===== src/rtl/cordic_vectoring_engine.sv =====
`default_nettype none
// ============================================================================
// Module      : cordic_vectoring_engine
// Description : Sequential CORDIC in vectoring mode; one micro-rotation per
//               clock, returns gain-compensated magnitude and atan2(y, x).
// Revision    : 1.0 - initial release
// ============================================================================
module cordic_vectoring_engine #(
    parameter int FIXED_WIDTH = 16,
    parameter int ITERATIONS  = 9,
    parameter int GAIN_COMP   = 4975
) (
    input  logic                          clk,
    input  logic                          rst_n,
    input  logic                          start,
    input  logic signed [FIXED_WIDTH-1:0] x_in,
    input  logic signed [FIXED_WIDTH-1:0] y_in,
    output logic                          busy,
    output logic                          done,
    output logic signed [FIXED_WIDTH-1:0] magnitude,
    output logic signed [FIXED_WIDTH-1:0] angle
);

    localparam int c_frac  = FIXED_WIDTH - 3;
    localparam int c_up    = (c_frac >= 13) ? (c_frac - 13) : 0;
    localparam int c_dn    = (c_frac <  13) ? (13 - c_frac) : 0;
    localparam logic [3:0] c_last = 4'(ITERATIONS - 1);
    localparam logic signed [FIXED_WIDTH-1:0] c_gain = FIXED_WIDTH'(GAIN_COMP);

    typedef enum logic [1:0] {
        S_IDLE  = 2'd0,
        S_ITER  = 2'd1,
        S_SCALE = 2'd2
    } state_t;

    // Constants below are written in Q2.13 and rescaled to the configured width.
    function automatic logic signed [FIXED_WIDTH-1:0] f_q13(input int v);
        int t;
        t = (v <<< c_up) >>> c_dn;
        return FIXED_WIDTH'(t);
    endfunction

    function automatic logic signed [FIXED_WIDTH-1:0] f_atan(input logic [3:0] i);
        int t;
        case (i)
            4'd0:    t = 6434;
            4'd1:    t = 3798;
            4'd2:    t = 2007;
            4'd3:    t = 1019;
            4'd4:    t = 511;
            4'd5:    t = 256;
            4'd6:    t = 128;
            4'd7:    t = 64;
            4'd8:    t = 32;
            default: t = 8192 >>> int'(i);
        endcase
        return f_q13(t);
    endfunction

    localparam logic signed [FIXED_WIDTH-1:0] c_half_pi = f_q13(12868);

    state_t                          r_state;
    logic signed [FIXED_WIDTH-1:0]   r_x;
    logic signed [FIXED_WIDTH-1:0]   r_y;
    logic signed [FIXED_WIDTH-1:0]   r_z;
    logic [3:0]                      r_cnt;

    logic signed [FIXED_WIDTH-1:0]   w_xs;
    logic signed [FIXED_WIDTH-1:0]   w_ys;
    logic signed [FIXED_WIDTH-1:0]   w_atan;
    logic signed [2*FIXED_WIDTH-1:0] w_prod;

    always_comb begin
        w_xs   = r_x >>> r_cnt;
        w_ys   = r_y >>> r_cnt;
        w_atan = f_atan(r_cnt);
        w_prod = r_x * c_gain;
    end

    always_ff @(posedge clk or negedge rst_n) begin
        if (!rst_n) begin
            r_state   <= S_IDLE;
            r_x       <= '0;
            r_y       <= '0;
            r_z       <= '0;
            r_cnt     <= '0;
            busy      <= 1'b0;
            done      <= 1'b0;
            magnitude <= '0;
            angle     <= '0;
        end else begin
            done <= 1'b0;
            case (r_state)
                S_IDLE: begin
                    if (start) begin
                        // Pre-rotate left-half-plane vectors by +/-pi/2 so
                        // the iterations only need to cover +/-pi/2.
                        if (!x_in[FIXED_WIDTH-1]) begin
                            r_x <= x_in;
                            r_y <= y_in;
                            r_z <= '0;
                        end else if (!y_in[FIXED_WIDTH-1]) begin
                            r_x <= y_in;
                            r_y <= -x_in;
                            r_z <= c_half_pi;
                        end else begin
                            r_x <= -y_in;
                            r_y <= x_in;
                            r_z <= -c_half_pi;
                        end
                        r_cnt   <= '0;
                        busy    <= 1'b1;
                        r_state <= S_ITER;
                    end
                end
                S_ITER: begin
                    if (!r_y[FIXED_WIDTH-1]) begin
                        r_x <= r_x + w_ys;
                        r_y <= r_y - w_xs;
                        r_z <= r_z + w_atan;
                    end else begin
                        r_x <= r_x - w_ys;
                        r_y <= r_y + w_xs;
                        r_z <= r_z - w_atan;
                    end
                    r_cnt <= r_cnt + 4'd1;
                    if (r_cnt == c_last) begin
                        r_state <= S_SCALE;
                    end
                end
                S_SCALE: begin
                    magnitude <= FIXED_WIDTH'(w_prod >>> c_frac);
                    angle     <= r_z;
                    done      <= 1'b1;
                    busy      <= 1'b0;
                    r_state   <= S_IDLE;
                end
                default: begin
                    busy    <= 1'b0;
                    r_state <= S_IDLE;
                end
            endcase
        end
    end

endmodule
`default_nettype wire

===== config.mk =====
export PLATFORM = sky130hd
export DESIGN_NAME = cordic_vectoring_engine
export DESIGN_NICKNAME = d
export VERILOG_FILES = /design/src/rtl/cordic_vectoring_engine.sv
export SDC_FILE = /design/constraint.sdc
export NUM_CORES = 1
export LEC_CHECK = 0
export CORE_MARGIN = 4
export CORE_UTILIZATION = 50
export DETAILED_ROUTE_END_ITERATION = 6
export PLACE_DENSITY_LB_ADDON = 0.12
export RECOVER_POWER = 50
export SLEW_MARGIN = 5
export SYNTH_ARGS = -nofsm -noshare
export SYNTH_HDL_FRONTEND = slang
export SYNTH_SLANG_ARGS = --single-unit

===== constraint.sdc =====
create_clock -name clk -period 10.9 [get_ports clk]
set_clock_uncertainty 0.15 [all_clocks]
set_input_delay 1.635 -clock clk [delete_from_list [all_inputs] [get_ports clk]]
set_output_delay 1.635 -clock clk [all_outputs]
set_load 0.1 [all_outputs]

Yosys cells after proc, flatten, opt, wreduce, memory -nomap -nowiden
Cells that the tools add are included.
{ "word_totals": {"word_cells": 65, "out_inout_bits": 34, "ff_bits": 88, "in_bits": 35} }
{ "classes": {"n_addsub": 9, "bitwise_logic": 1, "mux": 24, "eq_ne": 12, "n_shift": 3, "n_reduce_logical": 6, "n_mul": 1} }
{ "op_table": {"columns": ["cell", "count"], "rows": [
  ["2-to-1 mux 16 bit", 12],
  ["one-hot mux 16 bit (9 select lines)", 1],
  ["one-hot mux 16 bit (2 select lines)", 3],
  ["adder 16 bit", 3],
  ["subtractor 16 bit", 3],
  ["negation 16 bit", 2],
  [">>> shifter 16 x 4 -> 16 bit", 2],
  ["multiplier 16 x 14 -> 29 bit (second input constant)", 1],
  ["== test 4 x 3 -> 1 bit (second input constant)", 4],
  [">>> shifter 15 x 4 -> 16 bit (first input constant)", 1],
  ["== test 4 x 2 -> 1 bit (second input constant)", 2],
  ["one-hot mux 4 bit (2 select lines)", 1],
  ["AND reduction 2 bit", 3],
  ["adder 4 x 1 -> 4 bit (second input constant)", 1],
  ["== test 4 x 1 -> 1 bit (second input constant)", 1],
  ["== test 4 bit (second input constant)", 1],
  ["zero test 4 bit", 1],
  ["2-to-1 mux 2 bit", 2],
  ["2-to-1 mux 4 bit", 1],
  ["!= test 2 bit (second input constant)", 2],
  ["one-hot mux 2 bit (2 select lines)", 1],
  ["== test 2 x 1 -> 1 bit (second input constant)", 1],
  ["== test 2 bit (second input constant)", 1],
  ["zero test 2 bit", 1],
  ["4 further kinds", 5]
]} }

Logic depth before layout (Yosys ltp)
Gate-level depths: netlist (run 1).
{ "logic_depth": {"ltp_word": 5, "ltp_mapped": 22, "depth_no_buf": 21} }

Least setup slack after synthesis (run 1)
OpenSTA, ideal clock, no wires.
{ "synth_path": {"path_kind": "flip-flop to flip-flop", "startpoint": "reg r_x[15]", "endpoint": "reg magnitude[14]", "n_path_buf": 0, "setup_ns": 0.131, "required_ns": 10.619, "arrival_time_ns": 5.804, "stages_incl_launch_ff": 20, "period_less_slack_ns": 6.085, "slack_ns": 4.815, "cell_sequence": "dfrtp_1 > inv_1 > fa_1 > inv_1 > fa_1 > fa_1 > fa_1 > inv_1 > fa_1 > inv_1 > ha_1 > a21oi_1 > o21ai_0 > a31o_2 > a31o_2 > a21oi_1 > a21oi_1 > a21o_1 > a211oi_1 > o31ai_1"} }
{ "synth_between": {"elab_chain_len": 1} }
{ "synth_lines": {"columns": ["element", "line", "source"], "rows": [
  ["from (decl)", "63", "logic signed [FIXED_WIDTH-1:0] r_x;"],
  ["from (signal assigned)", "99", "r_x <= x_in;"],
  ["from (signal assigned)", "103", "r_x <= y_in;"],
  ["from (signal assigned)", "107", "r_x <= -y_in;"],
  ["multiplier 16 x 14 -> 29 bit", "77", "w_prod = r_x * c_gain;"],
  ["to (signal assigned)", "132", "magnitude <= FIXED_WIDTH'(w_prod >>> c_frac);"],
  ["to (decl)", "20", "output logic signed [FIXED_WIDTH-1:0] magnitude,"]
]} }
Every way passes these cells.
A chain may end at the register's enable or synchronous reset.

Worst setup path after layout (run 1)
{ "layout_path": {"startpoint": "reg r_cnt[0]", "endpoint": "reg r_x[15]"} }
{ "layout_between": {"elab_chain_len": 4, "elab_cells_between_ends": 5, "cone_classes": "add/sub (2); shift (1); mux (2)"} }
{ "layout_lines": {"columns": ["element", "line", "source"], "rows": [
  ["from (decl)", "66", "logic [3:0] r_cnt;"],
  ["from (signal assigned)", "126", "r_cnt <= r_cnt + 4'd1;"],
  [">>> shifter 16 x 4 -> 16 bit (*)", "75", "w_ys = r_y >>> r_cnt;"],
  ["adder 16 bit / subtractor 16 bit (equally long branches)", "118, 122", null],
  ["2-to-1 mux 16 bit (*)", "117", "if (!r_y[FIXED_WIDTH-1]) begin"],
  ["one-hot mux 16 bit (2 select lines) (*)", "93", "case (r_state)"],
  ["to (signal assigned)", "99", null],
  ["to (signal assigned)", "118", "r_x <= r_x + w_ys;"],
  ["to (signal assigned)", "122", "r_x <= r_x - w_ys;"]
]} }
Mark *: on every way between the ends. The rest lies on a longest branch, timed or not.

==> impl_metrics.csv, run 1 <==
group,metric,value,unit
yosys,synth_edf_count,0,
critical_path,cpMaxStageDelayCell,"dfrtp_1",
grt,grt_pass1_vias,11361,
yosys,yosys.area_share.xor_xnor,8.37,%
clocking,cts_max_path_buffers,2,
yosys,syn_inst,1612,
critical_path,criticalPathCategory,"flip-flop to flip-flop",
yosys,synth_fa_ha_area_share,27.5,%
yosys,yosysTopAreaCellShare,15.9,%
floorplan,placementRows,60,
sta,slew_viol_final,183,
run_status,violations,"capacitance limit, slew limit",
worst_hold_path,hold_class,"flip-flop to flip-flop",
worst_hold_path,hp-start,"angle[3]",
yosys,ys_ff_latch,88,
critical_path,r2r_setup_slack,4.26,ns
clocking,cts_tree,"yes",
clocking,cts_setup_buffers,0,
yosys,yosys-mux-area-fraction,7.39,%
yosys,synth_async_sr_flop_share,100,%
clocking,clock_latency,0.37,ns
floorplan,start_util,51.2,%
critical_path,slowest_delay,1.54,ns
drt,vias,11629,
clocking,cts_buffers,9,
cells_and_area,fillers,2574,
cells_and_area,drive_gt1_share,5.55,%
drt,ant_nets,0,
critical_path,endpoint_kind,"flip-flop",
critical_path,cpLargestDelayFamily,"compound AO/OA/AOI/OAI gates",
floorplan,dieArea,0.0305,mm²
drt,firstDrtPassIters,6,
placement,place_inst,1995,
run_status,status,"finished with violations",
sta,period_share,61.0,%
cells_and_area,utilization,55.2,%
yosys,yosysWarnings,0,
cells_and_area,mostFrequentLayoutCells,"169 x nand2_1, 166 x inv_1, 166 x ha_1",
critical_path,worstPathCellList,"mux4_1 -> nor2_1 -> nor2_1 -> o21ai_0 -> ha_1 -> nand3_1 -> nor3_1 -> xnor2_1 -> o22ai_1 -> ha_1 -> a21o_1 -> a21o_1 -> a21o_1 -> a31oi_1 -> o21bai_1 -> a2111oi_0 -> nor3_1 -> xnor3_1 -> a221o_1",
floorplan,core_area,0.0271,mm²
yosys,synth.cell_area,0.0139,mm²
yosys,postSynthAreaPerCell,8.61,µm²
grt,antenna_found_initial,0,
critical_path,cp.arrival,6.73,ns
sta,slew_headroom,-84.4,%
yosys,synth_area_leaders,"dfrtp_1 16%, ha_1 15%, fa_1 13%",
critical_path,reg2reg_to,"r_x[15]",
sta,worst_pin_slew,2.77,ns
drt,routedWlPerCell,18.4,µm
yosys,synth_top_family_by_area,"adder cells",
yosys,yosys.area.top_type,"dfrtp_1",
placement,port_buffers,68,
grt,grt_pass1_wl,60.9,mm
critical_path,start_kind,"flip-flop",
clocking,cts_resized,0,
yosys,synth-main-ff-cell,"dfrtp_1",
drt,drt_iter0_drc,837,
sta,rsz0062_at_grt,"no",
clocking,root_buffer,"clkbuf_16",
drt,drt-total-wl,37.1,mm
yosys,ys_seq_area_share,15.9,%
critical_path,rr_worst_depth,19,
sta,fmax,151,MHz
critical_path,required,10.99,ns
sta,fin_setup_tns,0,ns
placement,post-dp-hpwl,28.5,mm
sta,period_needed,6.64,ns
yosys,synth_compound_area_share,19.0,%
yosys,synthDistinctLibCells,93,
critical_path,crit_path_frequent_cell,"a21o_1",
clocking,holdBufCountCts,0,
worst_hold_path,min_to,"angle[3]",
critical_path,cp_max_fo,39,
cells_and_area,stdcell_count,2011,
sta,hold_slack,0.324,ns
floorplan,fp.dieW,175,µm
clocking,h-tree-depth,3,
grt,grt_max_degree,61,
floorplan,ios,69,
cells_and_area,area_growth,7.79,%
floorplan,fp.dieH,175,µm
cells_and_area,num_antenna_cells,0,
drt,vias_per_cell,5.78,
drt,drc,0,
critical_path,cp_num_buf_inv,0,
yosys,syn_nets,1900,
grt,groute.usage.overall,24.4,%
yosys,synth-simple-area-share,14.0,%
sta,setup_viol_count_final,0,
critical_path,r2r-start,"r_cnt[0]",
grt,grt-ovfl-total,0,
sta,finalHoldViolations,0,
clocking,clk_pin_slew,0.08,ns
cells_and_area,fin_nets,1922,
clocking,clock_sinks,88,
flow_run,max-cap-violations,4,
cells_and_area,final_common_cell,"nand2_1",
placement,gp_congestion,0.948,
worst_hold_path,min_path_cells,2,
-- routing by layer --
layer / vias up / part of all wire, % / wire (µm) / GRT usage (%)
li1: 5675 / - / - / -
met1: 5592 / 48 / 17800 / 35.9
met2: 325 / 45 / 16700 / 38.6
met3: 37 / 5.0 / 1870 / 2.88
met4: 0 / 1.8 / 681 / 5.79
met5: - / 0 / 0 / 0
-- flip-flops by register name, indices dropped and copies added, names as in the netlist --
name	cells
magnitude	16
r_x	16
busy	1
r_y	16
done	1
r_z	16
r_state	2
r_cnt	4
angle	16
-- logic make-up after synthesis --
kind of cell	Yosys count
XOR/XNOR	131
adder cells (fa/ha/maj)	253
AND/OR/NAND/NOR	418
AO/OA/AOI/OAI	417
buffers and inverters	237
multiplexers	68
flip-flops	88
-- cell usage after synthesis, drive strengths merged (4+ instances only) --
library cell  number
a22oi              7
a21boi             5
nor2             111
and3              15
xnor2             77
and2              12
o21a              12
or3                9
o211ai             6
nor3              30
inv              167
o31ai              8
nand4              7
o21ai            111
o22ai             15
nand2b             9
a31o               5
a211oi            24
ha               166
a311oi             5
a21o              35
nand2            170
mux2i             33
a31oi             18
or2                4
a21oi            116
buf               18
o21bai             9
mux2              12
mux4              23
clkbuf            52
dfrtp             88
a221o              4
o32a               4
nor2b             17
or4                5
xor2              53
nand3             12
fa                87
-- through the flow --
stage | setup slack [ns] | cell area (µm²)
2_1_floorplan | 4.81 | 13900
3_3_place_gp | 4.65 | 14700
3_5_place_dp | 4.49 | 14700
4_1_cts | 4.50 | 15000
5_1_grt | 3.70 | 15000
6_report | 4.26 | 15000
-- tightest hold or removal path: stages, from the launching register on --
cell and delay, ns:
dfrtp_1 0.35, nand2_1 0.05, nand2_1 0.05
-- area by class of cell --
class                      instances  area, µm²  share of cell area (%)
clock buffer                       9        225                    1.51
clock inverter                     7       72.6                   0.485
inverter                         167        629                    4.21
multi-input combinational       1287      10600                    70.9
sequential                        88       2200                    14.7
tap                              372        465                    3.11
timing repair buffer              81        759                    5.08
-- how the worst max path moves through the flow --
stage / from / endpoint / slack (ns) / cells past startpoint
after floorplan: r_x[15] / magnitude[14] / 4.81 / 19
final: r_cnt[0] / r_x[15] / 4.26 / 19
after global routing: r_cnt[0] / r_x[15] / 3.70 / 19
after detailed placement: r_x[8] / magnitude[14] / 4.49 / 19
after global placement: r_x[10] / magnitude[14] / 4.65 / 20
after CTS: r_x[8] / magnitude[14] / 4.50 / 19
Power of run 1 is left out: the tool's default activity adds up to more than one toggle a clock period on the data nets, which glitch-free logic cannot reach.
==> run 2: changes to the inputs <==
Clock period 10.9 ns to 6.84 ns, I/O delays scaled along.
==> run 2 against run 1 <==
The flow still finishes with violations (capacitance limit, slew limit). Sequential cell count unchanged. Via count up 0.83%. Non-clock buffer count up 12. Critical path depth up 1. Maximum frequency up 2.6%. Die area unchanged. First-iteration DRC count up 21%. Sequential share of layout area down 0.082 points. Register-to-register slack worse by 3.9 ns.
==> impl_metrics.csv, run 2 (synthesized netlist as in run 1, its figures left out) <==
group,metric,value,unit
run_status,status,"finished with violations",
run_status,violations,"capacitance limit, slew limit",
cells_and_area,mostFrequentLayoutCells,"169 x nand2_1, 166 x inv_1, 166 x ha_1",
sta,worst_pin_slew,3.25,ns
grt,antenna_found_initial,1,
cells_and_area,drive_gt1_share,6.12,%
placement,post-dp-hpwl,29.5,mm
floorplan,placementRows,60,
grt,groute.usage.overall,24.5,%
floorplan,start_util,51.2,%
placement,gp_congestion,1.01,
critical_path,r2r_setup_slack,0.36,ns
critical_path,required,6.90,ns
sta,setup_viol_count_final,0,
drt,firstDrtPassIters,5,
drt,drt-total-wl,37.3,mm
clocking,cts_setup_buffers,0,
clocking,h-tree-depth,3,
sta,finalHoldViolations,0,
sta,fmax,154,MHz
critical_path,start_kind,"flip-flop",
floorplan,fp.dieW,175,µm
sta,slew_headroom,-117,%
floorplan,core_area,0.0271,mm²
clocking,clock_sinks,88,
critical_path,worstSetupEndpoint,"magnitude[14]",
floorplan,dieArea,0.0305,mm²
critical_path,worstSetupStartpoint,"r_x[9]",
flow_run,max-cap-violations,3,
drt,drc,0,
drt,routedWlPerCell,18.4,µm
critical_path,reg2reg_to,"magnitude[14]",
cells_and_area,utilization,55.5,%
critical_path,cp_max_fo,13,
grt,grt-ovfl-total,0,
floorplan,ios,69,
cells_and_area,final_common_cell,"nand2_1",
sta,period_share,94.7,%
clocking,root_buffer,"clkbuf_16",
floorplan,fp.dieH,175,µm
drt,drt_iter0_drc,1012,
cells_and_area,num_antenna_cells,0,
drt,vias,11725,
clocking,holdBufCountCts,0,
grt,grt_max_degree,61,
clocking,cts_tree,"yes",
sta,fin_setup_tns,0,ns
sta,rsz0062_at_grt,"no",
grt,grt_pass1_vias,11188,
placement,port_buffers,68,
critical_path,cp.arrival,6.53,ns
critical_path,criticalPathCategory,"flip-flop to flip-flop",
cells_and_area,fillers,2564,
worst_hold_path,hold_class,"flip-flop to flip-flop",
critical_path,r2r-start,"r_x[9]",
cells_and_area,fin_nets,1934,
critical_path,endpoint_kind,"flip-flop",
clocking,cts_max_path_buffers,2,
sta,slew_viol_final,152,
critical_path,rr_worst_depth,20,
clocking,cts_resized,0,
clocking,clock_latency,0.37,ns
drt,ant_nets,0,
sta,period_needed,6.48,ns
drt,vias_per_cell,5.80,
clocking,cts_buffers,9,
grt,grt_pass1_wl,60.9,mm
clocking,clk_pin_slew,0.08,ns
cells_and_area,area_growth,8.40,%
[run 2: worst max-delay path, stage by stage (launching register included)]
cell      delay, ns
dfrtp_1        0.70
ha_1           0.39
xor2_1         0.17
ha_1           0.19
a21o_1         0.16
fa_1           0.51
fa_1           0.44
fa_1           0.56
inv_1          0.05
fa_1           0.50
inv_1          0.04
ha_1           0.36
and3_1         0.23
and2_1         0.16
a221o_1        0.31
a21o_1         0.25
a21oi_1        0.33
a21oi_1        0.22
a21o_1         0.24
a211oi_1       0.25
o31ai_1        0.11
[run 2: cell type report]
cell class / instances / area [µm²] / area share [%]
Clock buffer: 9 / 225 / 1.50
Multi-Input combinational cell: 1287 / 10600 / 70.5
Sequential cell: 88 / 2200 / 14.6
Clock inverter: 7 / 68.8 / 0.458
Inverter: 167 / 629 / 4.18
Tap cell: 372 / 465 / 3.09
Timing Repair Buffer: 93 / 850 / 5.65
[run 2: routing by layer]
metal | vias to the layer above | track usage, % | wire length (µm)
li1 | 5701 | - | -
met1 | 5652 | 36.8 | 18100
met2 | 329 | 38.5 | 16700
met3 | 41 | 2.64 | 1960
met4 | 2 | 5.07 | 626
met5 | - | 0 | 13
[run 2: worst min-delay path by stage]
stage / start / end / slack [ns] / cells after the start
global placement: angle[2] / angle[2] / 0.31 / 2
floorplan: r_z[13] / angle[13] / 0.31 / 2
global route: angle[8] / angle[8] / 0.35 / 2
detailed placement: angle[2] / angle[2] / 0.31 / 2
finish: angle[2] / angle[2] / 0.32 / 2
CTS: angle[2] / angle[2] / 0.33 / 2
[run 2: per-stage QoR]
step,hold slack (ns),cell area [µm²],setup WS (ns),cells
6_report,0.325,15000,0.364,2023
5_1_grt,0.348,15000,0.0288,2023
4_1_cts,0.332,15100,0.376,2023
3_5_place_dp,0.312,14800,0.392,2007
3_3_place_gp,0.306,14800,0.587,2007
2_1_floorplan,0.312,13900,0.755,1612
Power of run 2 is left out for the same reason.
==> run 3: changes to the inputs <==
Settings changed: PLACE_DENSITY set to 0.67, PLACE_DENSITY_LB_ADDON 0.12 to unset.
==> run 3 against run 2 <==
Critical path depth down 1. Worst setup slack better by 0.13 ns. The flow still finishes with violations (capacitance limit, slew limit). Worst hold slack worse by 0.0022 ns. Sequential cell count is the same. Sequential share of layout area hardly changed. Die area unchanged. Critical path type unchanged. Non-clock buffer count is 3 higher. Largest cell class unchanged. Clock-buffer cell count grew 2.
==> impl_metrics.csv, run 3 (synthesized netlist as in run 1, its figures left out) <==
group,metric,value,unit
run_status,status,"finished with violations",
run_status,violations,"capacitance limit, slew limit",
critical_path,endpoint_kind,"flip-flop",
flow_run,max-cap-violations,1,
drt,vias_per_cell,5.79,
floorplan,start_util,51.2,%
sta,worst_pin_slew,2.02,ns
floorplan,fp.dieH,175,µm
sta,fin_setup_tns,0,ns
cells_and_area,final_common_cell,"nand2_1",
floorplan,fp.dieW,175,µm
floorplan,dieArea,0.0305,mm²
clocking,holdBufCountCts,0,
sta,period_needed,6.35,ns
clocking,cts_buffers,9,
cells_and_area,num_antenna_cells,0,
grt,grt_max_degree,73,
critical_path,start_kind,"flip-flop",
critical_path,criticalPathCategory,"flip-flop to flip-flop",
sta,slew_headroom,-34.8,%
clocking,h-tree-depth,3,
sta,fmax,157,MHz
clocking,clk_pin_slew,0.07,ns
clocking,clock_latency,0.36,ns
sta,setup_viol_count_final,0,
floorplan,ios,69,
clocking,cts_max_path_buffers,2,
critical_path,r2r-start,"r_x[6]",
critical_path,required,6.85,ns
cells_and_area,fin_nets,1937,
critical_path,rr_worst_depth,19,
placement,gp_congestion,0.957,
critical_path,cp_max_fo,12,
clocking,cts_tree,"yes",
placement,post-dp-hpwl,29.2,mm
drt,drt-total-wl,36.5,mm
drt,drt_iter0_drc,909,
sta,finalHoldViolations,0,
grt,grt_pass1_vias,11338,
critical_path,r2r_setup_slack,0.49,ns
grt,groute.usage.overall,23.9,%
sta,slew_viol_final,52,
clocking,cts_resized,0,
drt,drc,0,
critical_path,worstSetupStartpoint,"r_x[6]",
grt,grt_pass1_wl,59.4,mm
grt,grt-ovfl-total,0,
critical_path,cpLargestDelayFamily,"adder cells",
drt,ant_nets,0,
cells_and_area,ff_latch_area,0.00220,mm²
cells_and_area,area_growth,8.66,%
cells_and_area,mostFrequentLayoutCells,"169 x nand2_1, 166 x inv_1, 166 x ha_1",
cells_and_area,drive_gt1_share,6.35,%
critical_path,reg2reg_to,"magnitude[14]",
grt,antenna_found_initial,0,
critical_path,worstPathCellList,"ha_1 -> xnor2_1 -> o21ai_0 -> fa_1 -> fa_1 -> fa_1 -> inv_1 -> fa_1 -> inv_1 -> ha_1 -> and3_1 -> and2_1 -> a221o_1 -> a21o_1 -> a21oi_1 -> a21oi_1 -> a21o_1 -> a211oi_1 -> o31ai_1",
sta,period_share,92.8,%
drt,routedWlPerCell,18.0,µm
worst_hold_path,hold_class,"flip-flop to flip-flop",
drt,vias,11724,
critical_path,cp.arrival,6.36,ns
floorplan,core_area,0.0271,mm²
critical_path,cpMaxStageDelayCell,"dfrtp_1",
clocking,root_buffer,"clkbuf_16",
floorplan,placementRows,60,
cells_and_area,fillers,2472,
clocking,clock_sinks,88,
placement,port_buffers,68,
critical_path,cp_num_buf_inv,2,
critical_path,slowest_delay,0.54,ns
critical_path,critical_path_depth,19,
sta,rsz0062_at_grt,"no",
critical_path,crit_path_frequent_cell,"fa_1",
clocking,cts_setup_buffers,0,
critical_path,worstSetupEndpoint,"magnitude[14]",
cells_and_area,multi_input_area,0.0106,mm²
drt,firstDrtPassIters,5,
run 3: layout make-up:
| class | instances | share of cell area, % |
|---|---|---|
| multi-input combinational | 1287 | 70.3 |
| tap | 372 | 3.09 |
| inverter | 167 | 4.17 |
| sequential | 88 | 14.6 |
| clock inverter | 5 | 0.423 |
| timing repair buffer | 96 | 5.78 |
| clock buffer | 11 | 1.61 |
run 3: metal layers:
metal	up-vias	share of wire, %	routed length, µm	global-route usage (%)
met3	36	5.4	1990	2.68
met2	349	45	16400	37.8
met5	-	0	0	0
li1	5708	-	-	-
met1	5631	48	17400	35.2
met4	0	1.9	678	5.66
run 3: how the worst min path moves through the flow:
stage,startpoint,to,slack [ns],cells after the start
floorplan,r_z[13],angle[13],0.31,2
global placement,angle[10],angle[10],0.31,2
detailed placement,angle[15],angle[15],0.31,2
CTS,angle[15],angle[15],0.33,2
global route,angle[2],angle[2],0.34,2
finish,angle[2],angle[2],0.32,2
run 3: worst reg2reg max path, stage by stage (launching register included):
cell and delay (ns):
dfrtp_1 0.54, ha_1 0.47, xnor2_1 0.19, o21ai_0 0.35
fa_1 0.48, fa_1 0.47, fa_1 0.55, inv_1 0.05
fa_1 0.49, inv_1 0.04, ha_1 0.35, and3_1 0.22
and2_1 0.16, a221o_1 0.31, a21o_1 0.23, a21oi_1 0.32
a21oi_1 0.20, a21o_1 0.23, a211oi_1 0.24, o31ai_1 0.11
run 3: through the flow:
stage	instances	cell area (µm²)	setup slack, ns	hold slack [ns]	util [%]
final	2026	15100	0.491	0.323	55.6
after global routing	2026	15100	0.146	0.338	55.6
after CTS	2026	15100	0.519	0.330	55.7
after detailed placement	2010	14800	0.527	0.313	54.5
after global placement	2010	14800	0.685	0.309	54.5
after floorplan	1612	13900	0.755	0.312	-
Power of run 3 is left out for the same reason.
